[src/rtl/mem_arbiter_pkg.sv]
// Shared encodings for the byte-serial memory arbiter.
package mem_arbiter_pkg;

  typedef enum logic [1:0] {
    ARB_IDLE = 2'd0,
    ARB_RD   = 2'd1,
    ARB_WR   = 2'd2
  } arb_state_e;

  localparam logic [1:0] SIZE_B     = 2'd0;
  localparam logic [1:0] SIZE_H     = 2'd1;
  localparam logic [1:0] SIZE_W     = 2'd2;
  localparam logic [1:0] IO_HI_BITS = 2'b11;

  // Index of the last byte of an access; the unused size code behaves as a word.
  function automatic logic [1:0] last_index(input logic [1:0] size);
    case (size)
      SIZE_B:  return 2'd0;
      SIZE_H:  return 2'd1;
      default: return 2'd3;
    endcase
  endfunction

endpackage

[src/rtl/mem_arbiter_byte_lane_asm.sv]
// Byte lane index plus four capture lanes: assembles read bytes into a word and
// selects the outgoing store byte.
module byte_lane_asm (
  input  logic        clk,
  input  logic        rst,
  input  logic        clr,
  input  logic        cap_en,
  input  logic        step,
  input  logic [7:0]  din,
  input  logic [31:0] wdata,
  output logic [31:0] word_cap,
  output logic [7:0]  wr_byte
);

  logic [1:0]  idx_q, idx_d;
  logic [31:0] lanes_q, lanes_d;

  // Next lane contents: clear on a new access, otherwise capture or advance.
  always_comb begin
    idx_d   = idx_q;
    lanes_d = lanes_q;
    if (clr) begin
      idx_d   = '0;
      lanes_d = '0;
    end else if (cap_en) begin
      lanes_d[{idx_q, 3'b000} +: 8] = din;
      idx_d                         = idx_q + 2'd1;
    end else if (step) begin
      idx_d = idx_q + 2'd1;
    end
  end

  // The word including the byte being captured this cycle, so completion can register it directly.
  assign word_cap = lanes_d;
  assign wr_byte  = wdata[{idx_q, 3'b000} +: 8];

  // Lane state registers.
  always_ff @(posedge clk or posedge rst) begin
    if (rst) begin
      idx_q   <= '0;
      lanes_q <= '0;
    end else begin
      idx_q   <= idx_d;
      lanes_q <= lanes_d;
    end
  end

endmodule

[src/rtl/mem_arbiter.sv]
// Arbiter/sequencer sharing one byte-wide RAM/IO port between instruction fetch
// and the MEM stage.
//
//  state    | meaning
//  ---------+---------------------------------------------------------
//  ARB_IDLE | no transfer; arbitrate (MEM first) unless a done is high
//  ARB_RD   | issuing read addresses and capturing ram_din one cycle later
//  ARB_WR   | writing one byte per cycle
module mem_arbiter
  import mem_arbiter_pkg::*;
#(
  parameter int ADDR_W      = 32,
  parameter int FETCH_BYTES = 4
) (
  input  logic              clk,
  input  logic              rst,
  input  logic              rdy,
  input  logic              if_req,
  input  logic [ADDR_W-1:0] if_addr,
  output logic              if_done,
  output logic [31:0]       if_inst,
  input  logic              mem_req,
  input  logic              mem_we,
  input  logic [1:0]        mem_size,
  input  logic [ADDR_W-1:0] mem_addr,
  input  logic [31:0]       mem_wdata,
  output logic              mem_done,
  output logic [31:0]       mem_rdata,
  input  logic [7:0]        ram_din,
  output logic [7:0]        ram_dout,
  output logic [ADDR_W-1:0] ram_a,
  output logic              ram_wr
);

  arb_state_e        state_q, state_d;
  logic              owner_mem_q, owner_mem_d;
  logic [ADDR_W-1:0] ram_a_q, ram_a_d;
  logic [ADDR_W-1:0] cap_addr_q, cap_addr_d;
  logic              addr_valid_q, addr_valid_d;
  logic              cap_q, cap_d;
  logic [1:0]        left_q, left_d;
  logic              if_done_q, if_done_d;
  logic              mem_done_q, mem_done_d;
  logic [31:0]       if_inst_q, if_inst_d;
  logic [31:0]       mem_rdata_q, mem_rdata_d;

  logic              lane_clr, cap_en, wr_step;
  logic [31:0]       word_cap;
  logic [7:0]        wr_byte;

  byte_lane_asm u_lanes (
    .clk      (clk),
    .rst      (rst),
    .clr      (lane_clr),
    .cap_en   (cap_en),
    .step     (wr_step),
    .din      (ram_din),
    .wdata    (mem_wdata),
    .word_cap (word_cap),
    .wr_byte  (wr_byte)
  );

  // Next state, address sequencing and completion; everything holds while rdy is low.
  always_comb begin
    state_d      = state_q;
    owner_mem_d  = owner_mem_q;
    ram_a_d      = ram_a_q;
    cap_addr_d   = cap_addr_q;
    addr_valid_d = addr_valid_q;
    cap_d        = cap_q;
    left_d       = left_q;
    if_done_d    = if_done_q;
    mem_done_d   = mem_done_q;
    if_inst_d    = if_inst_q;
    mem_rdata_d  = mem_rdata_q;
    lane_clr     = 1'b0;
    cap_en       = 1'b0;
    wr_step      = 1'b0;

    if (rdy) begin
      if_done_d  = 1'b0;
      mem_done_d = 1'b0;
      case (state_q)
        ARB_IDLE: begin
          // A done pulse masks requests so the finished requester can drop its level.
          if (!(if_done_q || mem_done_q)) begin
            if (mem_req) begin
              owner_mem_d  = 1'b1;
              state_d      = mem_we ? ARB_WR : ARB_RD;
              ram_a_d      = mem_addr;
              left_d       = last_index(mem_size);
              addr_valid_d = 1'b1;
              cap_d        = 1'b0;
              lane_clr     = 1'b1;
            end else if (if_req) begin
              owner_mem_d  = 1'b0;
              state_d      = ARB_RD;
              ram_a_d      = if_addr;
              left_d       = 2'(FETCH_BYTES - 1);
              addr_valid_d = 1'b1;
              cap_d        = 1'b0;
              lane_clr     = 1'b1;
            end
          end
        end
        ARB_RD: begin
          if (!owner_mem_q && !if_req) begin
            state_d      = ARB_IDLE;
            ram_a_d      = '0;
            addr_valid_d = 1'b0;
            cap_d        = 1'b0;
          end else begin
            cap_en = cap_q;
            if (addr_valid_q) begin
              cap_d      = 1'b1;
              cap_addr_d = ram_a_q;
              if (left_q != 2'd0) begin
                ram_a_d = ram_a_q + ADDR_W'(1);
                left_d  = left_q - 2'd1;
              end else begin
                ram_a_d      = '0;
                addr_valid_d = 1'b0;
              end
            end else begin
              cap_d = 1'b0;
            end
            if (cap_q && !addr_valid_q) begin
              state_d = ARB_IDLE;
              if (owner_mem_q) begin
                mem_done_d  = 1'b1;
                mem_rdata_d = word_cap;
              end else begin
                if_done_d = 1'b1;
                if_inst_d = word_cap;
              end
            end
          end
        end
        ARB_WR: begin
          wr_step = 1'b1;
          if (left_q != 2'd0) begin
            ram_a_d = ram_a_q + ADDR_W'(1);
            left_d  = left_q - 2'd1;
          end else begin
            state_d    = ARB_IDLE;
            ram_a_d    = '0;
            mem_done_d = 1'b1;
          end
        end
        default: state_d = ARB_IDLE;
      endcase
    end
  end

  // State and output registers.
  always_ff @(posedge clk or posedge rst) begin
    if (rst) begin
      state_q      <= ARB_IDLE;
      owner_mem_q  <= 1'b0;
      ram_a_q      <= '0;
      cap_addr_q   <= '0;
      addr_valid_q <= 1'b0;
      cap_q        <= 1'b0;
      left_q       <= '0;
      if_done_q    <= 1'b0;
      mem_done_q   <= 1'b0;
      if_inst_q    <= '0;
      mem_rdata_q  <= '0;
    end else begin
      state_q      <= state_d;
      owner_mem_q  <= owner_mem_d;
      ram_a_q      <= ram_a_d;
      cap_addr_q   <= cap_addr_d;
      addr_valid_q <= addr_valid_d;
      cap_q        <= cap_d;
      left_q       <= left_d;
      if_done_q    <= if_done_d;
      mem_done_q   <= mem_done_d;
      if_inst_q    <= if_inst_d;
      mem_rdata_q  <= mem_rdata_d;
    end
  end

  // While stalled with a byte in flight, re-drive that byte's address so ram_din
  // holds it again in the first cycle after rdy returns.
  assign ram_a     = (!rdy && state_q == ARB_RD && cap_q) ? cap_addr_q : ram_a_q;
  assign ram_wr    = (state_q == ARB_WR) && rdy;
  assign ram_dout  = ram_wr ? wr_byte : 8'h00;
  assign if_done   = if_done_q;
  assign mem_done  = mem_done_q;
  assign if_inst   = if_inst_q;
  assign mem_rdata = mem_rdata_q;

endmodule

[config.mk]
export PLATFORM = sky130hd
export DESIGN_NAME = mem_arbiter
export DESIGN_NICKNAME = d
export VERILOG_FILES = /design/src/rtl/mem_arbiter_pkg.sv /design/src/rtl/mem_arbiter_byte_lane_asm.sv /design/src/rtl/mem_arbiter.sv
export SDC_FILE = /design/constraint.sdc
export NUM_CORES = 1
export LEC_CHECK = 0
export BUFFER_PORTS_ARGS = -buffer_cell sky130_fd_sc_hd__buf_2
export CORE_UTILIZATION = 58
export CTS_CLUSTER_SIZE = 40
export DETAILED_ROUTE_END_ITERATION = 10
export PLACE_DENSITY = 0.86
export SLEW_MARGIN = 20
export SYNTH_ARGS = -nofsm -noshare
export SYNTH_HDL_FRONTEND = slang
export SYNTH_HIERARCHICAL = 1
export SYNTH_SLANG_ARGS = --single-unit
[constraint.sdc]
create_clock -name clk -period 7.2 [get_ports clk]
set_clock_uncertainty 0.15 [all_clocks]
set_input_delay 0.72 -clock clk [delete_from_list [all_inputs] [get_ports clk]]
set_output_delay 0.72 -clock clk [all_outputs]
set_load 0.1 [all_outputs]
==> flow_summary.json <==
{
  "cts_setup_buffers": 0,
  "antenna_found_initial": 1,
  "power.leakage_nw": 5.36,
  "ant_nets": 0,
  "clk_latency_ns": 0.42,
  "violations": "DRC",
  "final_common_cell": "buf_2",
  "syn_area_um2": 8810,
  "overflow": 0,
  "powerDensity_nw_per_um2": 394,
  "setup_viol": 0,
  "relSlewSlack": 0.295,
  "tritoncts": "done",
  "most-common-layout-cells": "buf_2, dfrtp_1, mux2_2",
  "rr_startpoint": "u_lanes/idx_q[0]",
  "die_h_um": 125,
  "holdBufCountCts": 0,
  "io_buffers": 218,
  "min_period_over_period": 0.462,
  "avgViaCountPerCell": 6.08,
  "slew_viol_final": 0,
  "holdWs_ns": 0.216,
  "ys_seq_elements": 171,
  "worstPathRequired_ns": 6.33,
  "synth_nets": 912,
  "h-tree-depth": 4,
  "vias": 7178,
  "grt_pass1_wl_um": 36200,
  "cp_max_fo": 16,
  "critPathLaunch": "u_lanes/idx_q[0]",
  "syn2layout_area_growth_pct": 20.4,
  "core-area_um2": 14700,
  "synth_edf_count": 0,
  "hold_class": "input pin to async pin",
  "max_freq_mhz": 301,
  "maxCapViolations": 0,
  "first_iter_violations": 653,
  "clock_path_buffers": 2,
  "synth_top_cell_by_area": "dfrtp_1",
  "synth_cells": 789,
  "cp-start-kind": "flop",
  "finalSetupTns_ns": 0,
  "wl_per_cell_um": 18.9,
  "report.final.hold_viol_count": 0,
  "cts.clk_slew.worst_paths_ns": 0.07,
  "synth_top_area_frac": 0.486,
  "drc": 8,
  "initial_utilization": 0.599,
  "yosysUniqueCellTypes": 65,
  "dr.pass1.iters": 11,
  "rows": 44,
  "worstMarginPinSlew_ns": 1.06,
  "clock-sinks": 171,
  "cp-end-kind": "output pin",
  "rsz0062_at_grt": "no",
  "yosys_warnings": 6,
  "synth-async-reset-ratio": 1.00,
  "min_period_ns": 3.33,
  "ys_seq_area_frac": 0.486,
  "dieArea_um2": 15700,
  "drt_wl_total_um": 22300,
  "first_global_vias": 7045,
  "cts_buffers": 17,
  "gp_congestion": 0.887,
  "synth_ff_type": "dfrtp_1",
  "ir_drop_v": 0.000353,
  "grt_max_degree": 72,
  "grt_usage": 0.293,
  "drive_above_1_share": 0.411,
  "ctsResizeCount": 0,
  "final_net_count": 1105,
  "synth_top_cells_by_area": "dfrtp_1, mux2_2, mux2i_1, o21ai_0, a21oi_1",
  "io_pins": 219,
  "worst_ep_arrival_time_ns": 2.46,
  "dp_hpwl_um": 15300,
  "critical_path_class": "flop to output pin",
  "synth.avg_cell_area_um2": 11.2,
  "fp.dieW_um": 125,
  "root_buffer": "clkbuf_16",
  "status": "complete, but fails checks"
}
metrics by stage:
step / instance area, µm² / util / instances / power, W / setup WS [ns]
detailed placement: 9990 / 0.680 / 1146 / 0.00326 / 3.82
finish: 10600 / 0.722 / 1180 / 0.00418 / 3.87
floorplan: 8810 / - / 789 / 0.00292 / 2.66
CTS: 10600 / 0.719 / 1178 / 0.00417 / 3.85
global route: 10600 / 0.721 / 1179 / 0.00438 / 3.75
global placement: 9990 / 0.680 / 1146 / 0.00321 / 3.95
sequential cells by signal, summed over array words and instances (netlist names):
signal           cells
u_lanes/lanes_q     32
left_q               2
mem_done             1
ram_a_q             32
cap_addr_q          32
if_inst             32
owner_mem_q          1
u_lanes/idx_q        2
mem_rdata           32
addr_valid_q         1
state_q              2
if_done              1
cap_q                1
layer usage:
metal,vias up,part of all wire,global-route usage
met3,28,0.068,0.0693
met5,-,0,0
li1,3304,-,-
met4,0,0.014,0.0710
met1,3562,0.43,0.390
met2,284,0.49,0.486
cells by family (layout without fill, tap and decap cells):
family	after synthesis	after routing	synth area share
mux	168	168	0.223
compound gates	169	169	0.117
flops	171	171	0.486
simple gates	197	197	0.122
fa+ha+maj	11	11	0.0156
buf+inv	72	278	0.0349
xor+xnor	1	1	0.000995
other cells	0	1	0
final cells by class:
cell class	count	area, µm²
Multi-Input combinational cell	546	4240
Clock inverter	14	145
Antenna cell	1	2.50
Fill cell	1054	4090
Clock buffer	18	439
Inverter	16	65.1
Tap cell	184	230
Sequential cell	171	4280
Timing Repair Buffer	230	1200
final timing paths:
| kind | to | slack [ns] | cells after the start |
|---|---|---|---|
| max in group asynchronous | if_inst[6] | 5.29 | 3 |
| min in group clk | cap_addr_q[2] | 0.35 | 2 |
| max reg2reg | if_inst[30] | 4.11 | 6 |
| max | ram_dout[4] | 3.87 | 3 |
| min reg2reg | cap_addr_q[2] | 0.35 | 2 |
| min | if_inst[8] | 0.22 | 2 |
where the power goes:
group | switching (W) | internal [W]
Clock | 0.000425 | 0.000473
Sequential | 0.000246 | 0.00116
Combinational | 0.00131 | 0.000567
Total | 0.00198 | 0.00220
critical path: stages, from the launching register on:
cell	delay, ns
dfrtp_1	0.90
mux4_1	0.65
and3_1	0.20
buf_2	0.29
cell usage after synthesis (2+ instances only):
master	instances
a41oi_1	2
o21a_1	2
inv_1	16
nand4b_1	3
and4_1	4
and3_1	13
mux2i_1	33
o32ai_1	2
mux4_1	6
nand3b_1	2
buf_4	3
nor2_1	38
o21ai_1	4
nand4_1	20
ha_1	11
or2_2	2
o21ai_0	53
nor4_1	2
nand2_1	54
and2_2	2
o2bb2ai_1	3
o32a_1	7
mux4_2	2
o221ai_1	2
a22o_1	6
mux2_1	4
clkbuf_2	2
buf_1	4
a21oi_1	45
o211ai_1	4
nor3_1	3
nand3_1	28
and2_1	10
dfrtp_1	171
o22ai_1	7
nor2b_1	2
clkbuf_1	28
a31oi_1	21
mux2_2	123
o31a_1	2
buf_2	19
Note: power is estimated with default switching activity, not from simulation.
